File: src/rtl/alu_pkg.sv
// Arithmetic-unit shared types: FSM states, default width, range helper.
// Used by the Booth multiply-add and the signed divider.
package alu_pkg;

  localparam int ALU_WIDTH = 8;

  typedef enum logic [1:0] {
    IDLE,
    RUN,
    FINISH
  } state_t;

  // True when v lies outside the signed w-bit range.
  function automatic logic out_of_range(
    input logic signed [31:0] v,
    input int unsigned w
  );
    logic signed [31:0] lo;
    logic signed [31:0] hi;
    lo = -(32'sd1 <<< (w - 1));
    hi = (32'sd1 <<< (w - 1)) - 32'sd1;
    return (v < lo) || (v > hi);
  endfunction

endpackage

File: src/rtl/booth_mac_seq_if.sv
// Start/done handshake bundle between the ALU controller and booth_mac_seq.
// The controller holds the master side.
interface booth_mac_seq_if #(
    parameter int WIDTH = 8
);

  logic                 start;
  logic [WIDTH-1:0]     multiplicand;
  logic [WIDTH-1:0]     multiplier;
  logic [WIDTH-1:0]     addend;
  logic                 busy;
  logic                 done;
  logic [2*WIDTH-1:0]   product;
  logic                 overflow8;

  modport master (
    output start, multiplicand, multiplier, addend,
    input  busy, done, product, overflow8
  );

  modport slave (
    input  start, multiplicand, multiplier, addend,
    output busy, done, product, overflow8
  );

endinterface

File: src/rtl/booth_step.sv
// One radix-2 Booth step: conditional add/sub of A into ACC,
// then arithmetic right shift of {ACC, Q, q_m1}.
module booth_step
  import alu_pkg::*;
#(
    parameter int WIDTH = ALU_WIDTH
) (
    input  logic [WIDTH:0]   acc,
    input  logic [WIDTH-1:0] q,
    input  logic             q_m1,
    input  logic [WIDTH-1:0] a,
    output logic [WIDTH:0]   acc_nx,
    output logic [WIDTH-1:0] q_nx,
    output logic             q_m1_nx
);

    logic [WIDTH:0]          a_ext;
    logic [WIDTH:0]          acc_t;
    logic signed [2*WIDTH+1:0] cat;

    // One guard bit so that negating the most negative A cannot wrap.
    assign a_ext = {a[WIDTH-1], a};

    always_comb begin
        acc_t = acc;
        unique case ({q[0], q_m1})
            2'b01:   acc_t = acc + a_ext;
            2'b10:   acc_t = acc - a_ext;
            default: acc_t = acc;
        endcase
        cat = $signed({acc_t, q, q_m1}) >>> 1;
        {acc_nx, q_nx, q_m1_nx} = cat;
    end

endmodule

File: src/rtl/booth_mac_seq.sv
// Sequential signed multiply-add, product = A*B + C, one Booth step per clock.
// Result and overflow8 are registered and held until the next done.
module booth_mac_seq
  import alu_pkg::*;
#(
    parameter int WIDTH = ALU_WIDTH
) (
    input  logic clk,
    input  logic rst_n,
    booth_mac_seq_if.slave bus
);

    localparam int CW = $clog2(WIDTH);

    state_t state;
    state_t state_nx;

    logic [WIDTH-1:0] a_q;
    logic [WIDTH-1:0] c_q;
    logic [WIDTH:0]   acc;
    logic [WIDTH-1:0] q;
    logic             q_m1;
    logic [CW-1:0]    cnt;

    logic [WIDTH:0]   acc_nx;
    logic [WIDTH-1:0] q_nx;
    logic             q_m1_nx;

    logic signed [2*WIDTH-1:0] sum;
    logic signed [31:0]        sum32;
    logic                      last;

    booth_step #(.WIDTH(WIDTH)) u_step (
        .acc     (acc),
        .q       (q),
        .q_m1    (q_m1),
        .a       (a_q),
        .acc_nx  (acc_nx),
        .q_nx    (q_nx),
        .q_m1_nx (q_m1_nx)
    );

    assign sum   = $signed({acc[WIDTH-1:0], q})
                 + $signed({{WIDTH{c_q[WIDTH-1]}}, c_q});
    assign sum32 = 32'(sum);
    assign last  = (cnt == CW'(WIDTH - 1));
    assign bus.busy = (state != IDLE);

    always_ff @(posedge clk) begin
        if (!rst_n) state <= IDLE;
        else        state <= state_nx;
    end

    always_comb begin
        state_nx = state;
        unique case (state)
            IDLE:    if (bus.start) state_nx = RUN;
            RUN:     if (last) state_nx = FINISH;
            FINISH:  state_nx = IDLE;
            default: state_nx = IDLE;
        endcase
    end

    always_ff @(posedge clk) begin
        if (!rst_n) begin
            a_q           <= '0;
            c_q           <= '0;
            acc           <= '0;
            q             <= '0;
            q_m1          <= 1'b0;
            cnt           <= '0;
            bus.done      <= 1'b0;
            bus.product   <= '0;
            bus.overflow8 <= 1'b0;
        end else begin
            bus.done <= 1'b0;
            unique case (state)
                IDLE: begin
                    if (bus.start) begin
                        a_q  <= bus.multiplicand;
                        c_q  <= bus.addend;
                        acc  <= '0;
                        q    <= bus.multiplier;
                        q_m1 <= 1'b0;
                        cnt  <= '0;
                    end
                end
                RUN: begin
                    acc  <= acc_nx;
                    q    <= q_nx;
                    q_m1 <= q_m1_nx;
                    cnt  <= cnt + 1'b1;
                end
                FINISH: begin
                    bus.product   <= sum;
                    bus.overflow8 <= out_of_range(sum32, WIDTH);
                    bus.done      <= 1'b1;
                end
                default: ;
            endcase
        end
    end

endmodule

File: src/flat_wrapper.sv
// flat-port wrapper written by rule: the top's interface ports become plain ports
module booth_mac_seq_flat import alu_pkg::*;
#(
    parameter int WIDTH = ALU_WIDTH
)
  (clk, rst_n, bus_start, bus_multiplicand, bus_multiplier, bus_addend, bus_busy, bus_done, bus_product, bus_overflow8);
  booth_mac_seq_if #(.WIDTH(WIDTH)) bus_i ();
  input  logic clk;
  input  logic rst_n;
  input wire logic [$bits(bus_i.start)-1:0] bus_start;
  input wire logic [$bits(bus_i.multiplicand)-1:0] bus_multiplicand;
  input wire logic [$bits(bus_i.multiplier)-1:0] bus_multiplier;
  input wire logic [$bits(bus_i.addend)-1:0] bus_addend;
  output wire logic [$bits(bus_i.busy)-1:0] bus_busy;
  output wire logic [$bits(bus_i.done)-1:0] bus_done;
  output wire logic [$bits(bus_i.product)-1:0] bus_product;
  output wire logic [$bits(bus_i.overflow8)-1:0] bus_overflow8;
  assign bus_i.start = bus_start;
  assign bus_i.multiplicand = bus_multiplicand;
  assign bus_i.multiplier = bus_multiplier;
  assign bus_i.addend = bus_addend;
  assign bus_busy = bus_i.busy;
  assign bus_done = bus_i.done;
  assign bus_product = bus_i.product;
  assign bus_overflow8 = bus_i.overflow8;
  booth_mac_seq #(.WIDTH(WIDTH)) u_core (.clk(clk), .rst_n(rst_n), .bus(bus_i));
endmodule
File: config.mk
export PLATFORM = sky130hd
export DESIGN_NAME = booth_mac_seq_flat
export DESIGN_NICKNAME = d
export VERILOG_FILES = /design/src/rtl/alu_pkg.sv /design/src/rtl/booth_mac_seq_if.sv /design/src/rtl/booth_step.sv /design/src/rtl/booth_mac_seq.sv /design/src/flat_wrapper.sv
export SDC_FILE = /design/constraint.sdc
export NUM_CORES = 1
export LEC_CHECK = 0
export ABC_AREA = 1
export ABC_CLOCK_PERIOD_IN_PS = 4700
export CAP_MARGIN = 30
export CORE_AREA = 2 2 79 81
export CTS_BUF_LIST = sky130_fd_sc_hd__clkbuf_4 sky130_fd_sc_hd__clkbuf_8
export CTS_CLUSTER_SIZE = 40
export DETAILED_ROUTE_END_ITERATION = 10
export DIE_AREA = 0 0 81 83
export PLACE_DENSITY = 0.87
export SYNTH_ARGS = -nofsm -noshare
export SYNTH_HDL_FRONTEND = slang
export SYNTH_SLANG_ARGS = --single-unit
File: constraint.sdc
create_clock -name clk -period 4.7 [get_ports clk]
set_input_delay 0.47 -clock clk [delete_from_list [all_inputs] [get_ports clk]]
set_output_delay 0.47 -clock clk [all_outputs]
set_load 0.02 [all_outputs]
==> impl_metrics.ini <==
[die]
dieArea_sq_um = 6723
rows = 28
die_height_um = 83
start_util = 0.6119
fp.dieW_um = 81
core-area_sq_um = 5816
ioPinCount = 46

[cells_and_area]
fin_area_sq_um = 4154
layout-drive-gt1-share = 0.05439
diodes = 0
layout.nets = 625
area_growth_pct = 16.74

[placement]
placedInstanceArea_sq_um = 4060
port_buffers = 45
routabilityCongestion = 0.9034
hpwl_um = 6439

[power_and_ir_drop]
power.density_nw_per_um2 = 280.9
leakagePower_uw = 0.001936
ir_drop_uv = 218.1

[clock_network]
cts_root_buffer = clkbuf_8
cts_setup_buffers = 0
numCtsBuffers = 5
cts.sinks = 56
cts_tree = done
ctsHoldBuffers = 0
clockBufferDepth = 2
h-tree-depth = 2
clk-insertion-delay-late_ps = 320
path_clk_slew_ps = 110
cts.repair.resized = 0

[routing]
vias_per_cell = 5.447
wl_per_cell_um = 12.84
wl_um = 8280
dr.pass1.iters = 5
drt-initial-drc-count = 186
vias = 3513
drc = 0
antenna_left = 0

[synthesis]
synth_area_sq_um = 3558
synth_top_cell_by_area = dfxtp_1
async_flop_share = 0
synth.avg_cell_area_sq_um = 6.727
ys_top_cells_by_area = dfxtp_1 (32%), nand2_1 (13%), ha_1 (9.5%)
synth_top_area_frac = 0.3150
ys_top_cells_by_count = nand2_1 (119), inv_1 (67), nor2_1 (60)
synth_seq_area_share = 0.3150
synth_ff_type = dfxtp_1
synth_cell_type_count = 35
syn_inst = 529
synth_seq_cells = 56
synth_warnings = 0
synth-edff-count = 0
synth_most_common_cell = nand2_1
syn-num-nets = 585

[worst_setup_path]
critPathTopFamily = buffers and inverters
slowest_stage = nor2_1
worstReg2RegStart = u_core.state[0]$_SDFFE_PN0P_
r2r-end = u_core.acc[5]$_SDFFE_PN0P_
cpMostUsedCell = inv_1
worstSetupEndpoint = u_core.acc[5]$_SDFFE_PN0P_
r2r_cells = 7
critPathCaptureType = flop
crit_cells = 7
path_cells = clkdlybuf4s50_1 > nand2_1 > inv_1 > nor2_1 > inv_1 > o21ai_0 > a21oi_1
r2r_setup_slack_ps = 1810
crit_type = in -> reg
critPathRequiredTime_ps = 4910
path_buf_inv = 3
critPathMaxFanout = 24
crit_arrival_ps = 3200
setup.worst_path.start = bus_start
crit_path_max_incr_delay_ps = 660
critPathLaunchType = primary input

[sta]
period_share = 0.6356
maxSlewHeadroom = 0.5013
drv_slew = 0
rsz0062_at_grt = false
hold_ws_ps = 475.7
setup_viol = 0
finalHoldViolations = 0
worst_pin_slew_ps = 745.3
fin_crit_ps = 2987
fin_tns_setup_ps = 0
fin_skew_ps = 14.44
fmax_ghz = 0.3348

[hold_path]
hold_class = reg -> reg

[run]
cap_violations = 0

[outcome]
status = finished clean

[grt]
grt_pass1_vias = 3300
antenna_found_initial = 0
grt_overflow = 0
grt_first_pass_wirelength_um = 14450
groute.usage.overall = 0.2646
grt_start_max_net_pins = 43
[worst reg2reg max path, stage by stage (launching register included)]
cell and delay (ps):
dfxtp_1 370, nor2_1 70, nand2_1 490, inv_1 380, nor2_1 660, inv_1 420, o21ai_0 300, a21oi_1 80
[registers in the layout, summed over array words and instances (netlist names)]
| name | cells |
|---|---|
| u_core.cnt | 3 |
| u_core.a_q | 8 |
| u_core.acc | 8 |
| u_core.q_m1 | 1 |
| u_core.c_q | 8 |
| u_core.q | 8 |
| u_core.bus.overflow8 | 1 |
| u_core.bus.done | 1 |
| u_core.bus.product | 16 |
| u_core.state | 2 |
[metal layers]
layer | vias to the layer above | part of all wire | track usage
li1 | 1797 | - | -
met1 | 1582 | 0.47 | 0.3588
met2 | 112 | 0.46 | 0.4320
met3 | 22 | 0.044 | 0.03478
met4 | 0 | 0.022 | 0.08320
met5 | - | 0 | 0
[worst min-delay path by stage]
stage	start	endpoint	slack, ps	cells after the start
after floorplan	u_core.cnt[0]$_SDFFE_PN0P_	u_core.cnt[0]$_SDFFE_PN0P_	430	1
after global placement	u_core.cnt[0]$_SDFFE_PN0P_	u_core.cnt[0]$_SDFFE_PN0P_	450	1
after detailed placement	u_core.cnt[0]$_SDFFE_PN0P_	u_core.cnt[0]$_SDFFE_PN0P_	460	1
after CTS	u_core.q_m1$_SDFFE_PN0P_	u_core.q_m1$_SDFFE_PN0P_	480	2
after global routing	u_core.cnt[0]$_SDFFE_PN0P_	u_core.cnt[0]$_SDFFE_PN0P_	510	1
final	u_core.q_m1$_SDFFE_PN0P_	u_core.q_m1$_SDFFE_PN0P_	480	2
[through the flow]
step | cells | setup WS, ps | utilization | power, uW
finish | 645 | 1713 | 0.7143 | 1167
global route | 645 | 1333 | 0.7143 | 1236
CTS | 645 | 1766 | 0.7143 | 1165
detailed placement | 637 | 1437 | 0.6982 | 888.9
global placement | 637 | 1634 | 0.6982 | 875.0
floorplan | 529 | 2460 | - | 799.0
[final cells by class]
class,instances,area (sq um)
multi-input combinational,391,2125
timing repair buffer,47,465.4
clock buffer,5,68.82
inverter,68,255.2
tap,75,93.84
fill,519,1662
clock inverter,3,25.02
sequential,56,1121
[where the power goes]
part / internal (uW) / leakage [uW] / switching (uW) / total [uW]
clock: 109 / 0.0000452 / 173 / 282
sequential: 501 / 0.000458 / 27.8 / 528
combinational: 140 / 0.00143 / 216 / 356
[cell usage in the layout, fill, tap and decap left out, drive strengths merged]
cell type      count
nand2            125
nor3               6
or2                1
nand3b             3
o22ai              1
nand4              4
a31oi              8
a221oi             1
buf                2
o211ai             3
o21ai             51
clkbuf             5
a22oi              1
fa                 2
clkinv             1
xnor2              8
o31ai              1
ha                27
a21oi             44
a21o               1
nor2              66
clkinvlp           1
xor2               7
nand3             28
dfxtp             56
clkdlybuf4s50     45
inv               69
and2               2
o21bai             1
[cell families after synthesis]
logic type | after synthesis | share of synthesized area
flip-flops | 56 | 0.3151
AND/OR/NAND/NOR | 235 | 0.2838
buffers and inverters | 82 | 0.08790
adder cells (fa/ha/maj) | 29 | 0.1062
XOR/XNOR | 15 | 0.03903
AO/OA/AOI/OAI | 112 | 0.1681
(Power assumes the default switching activity.)
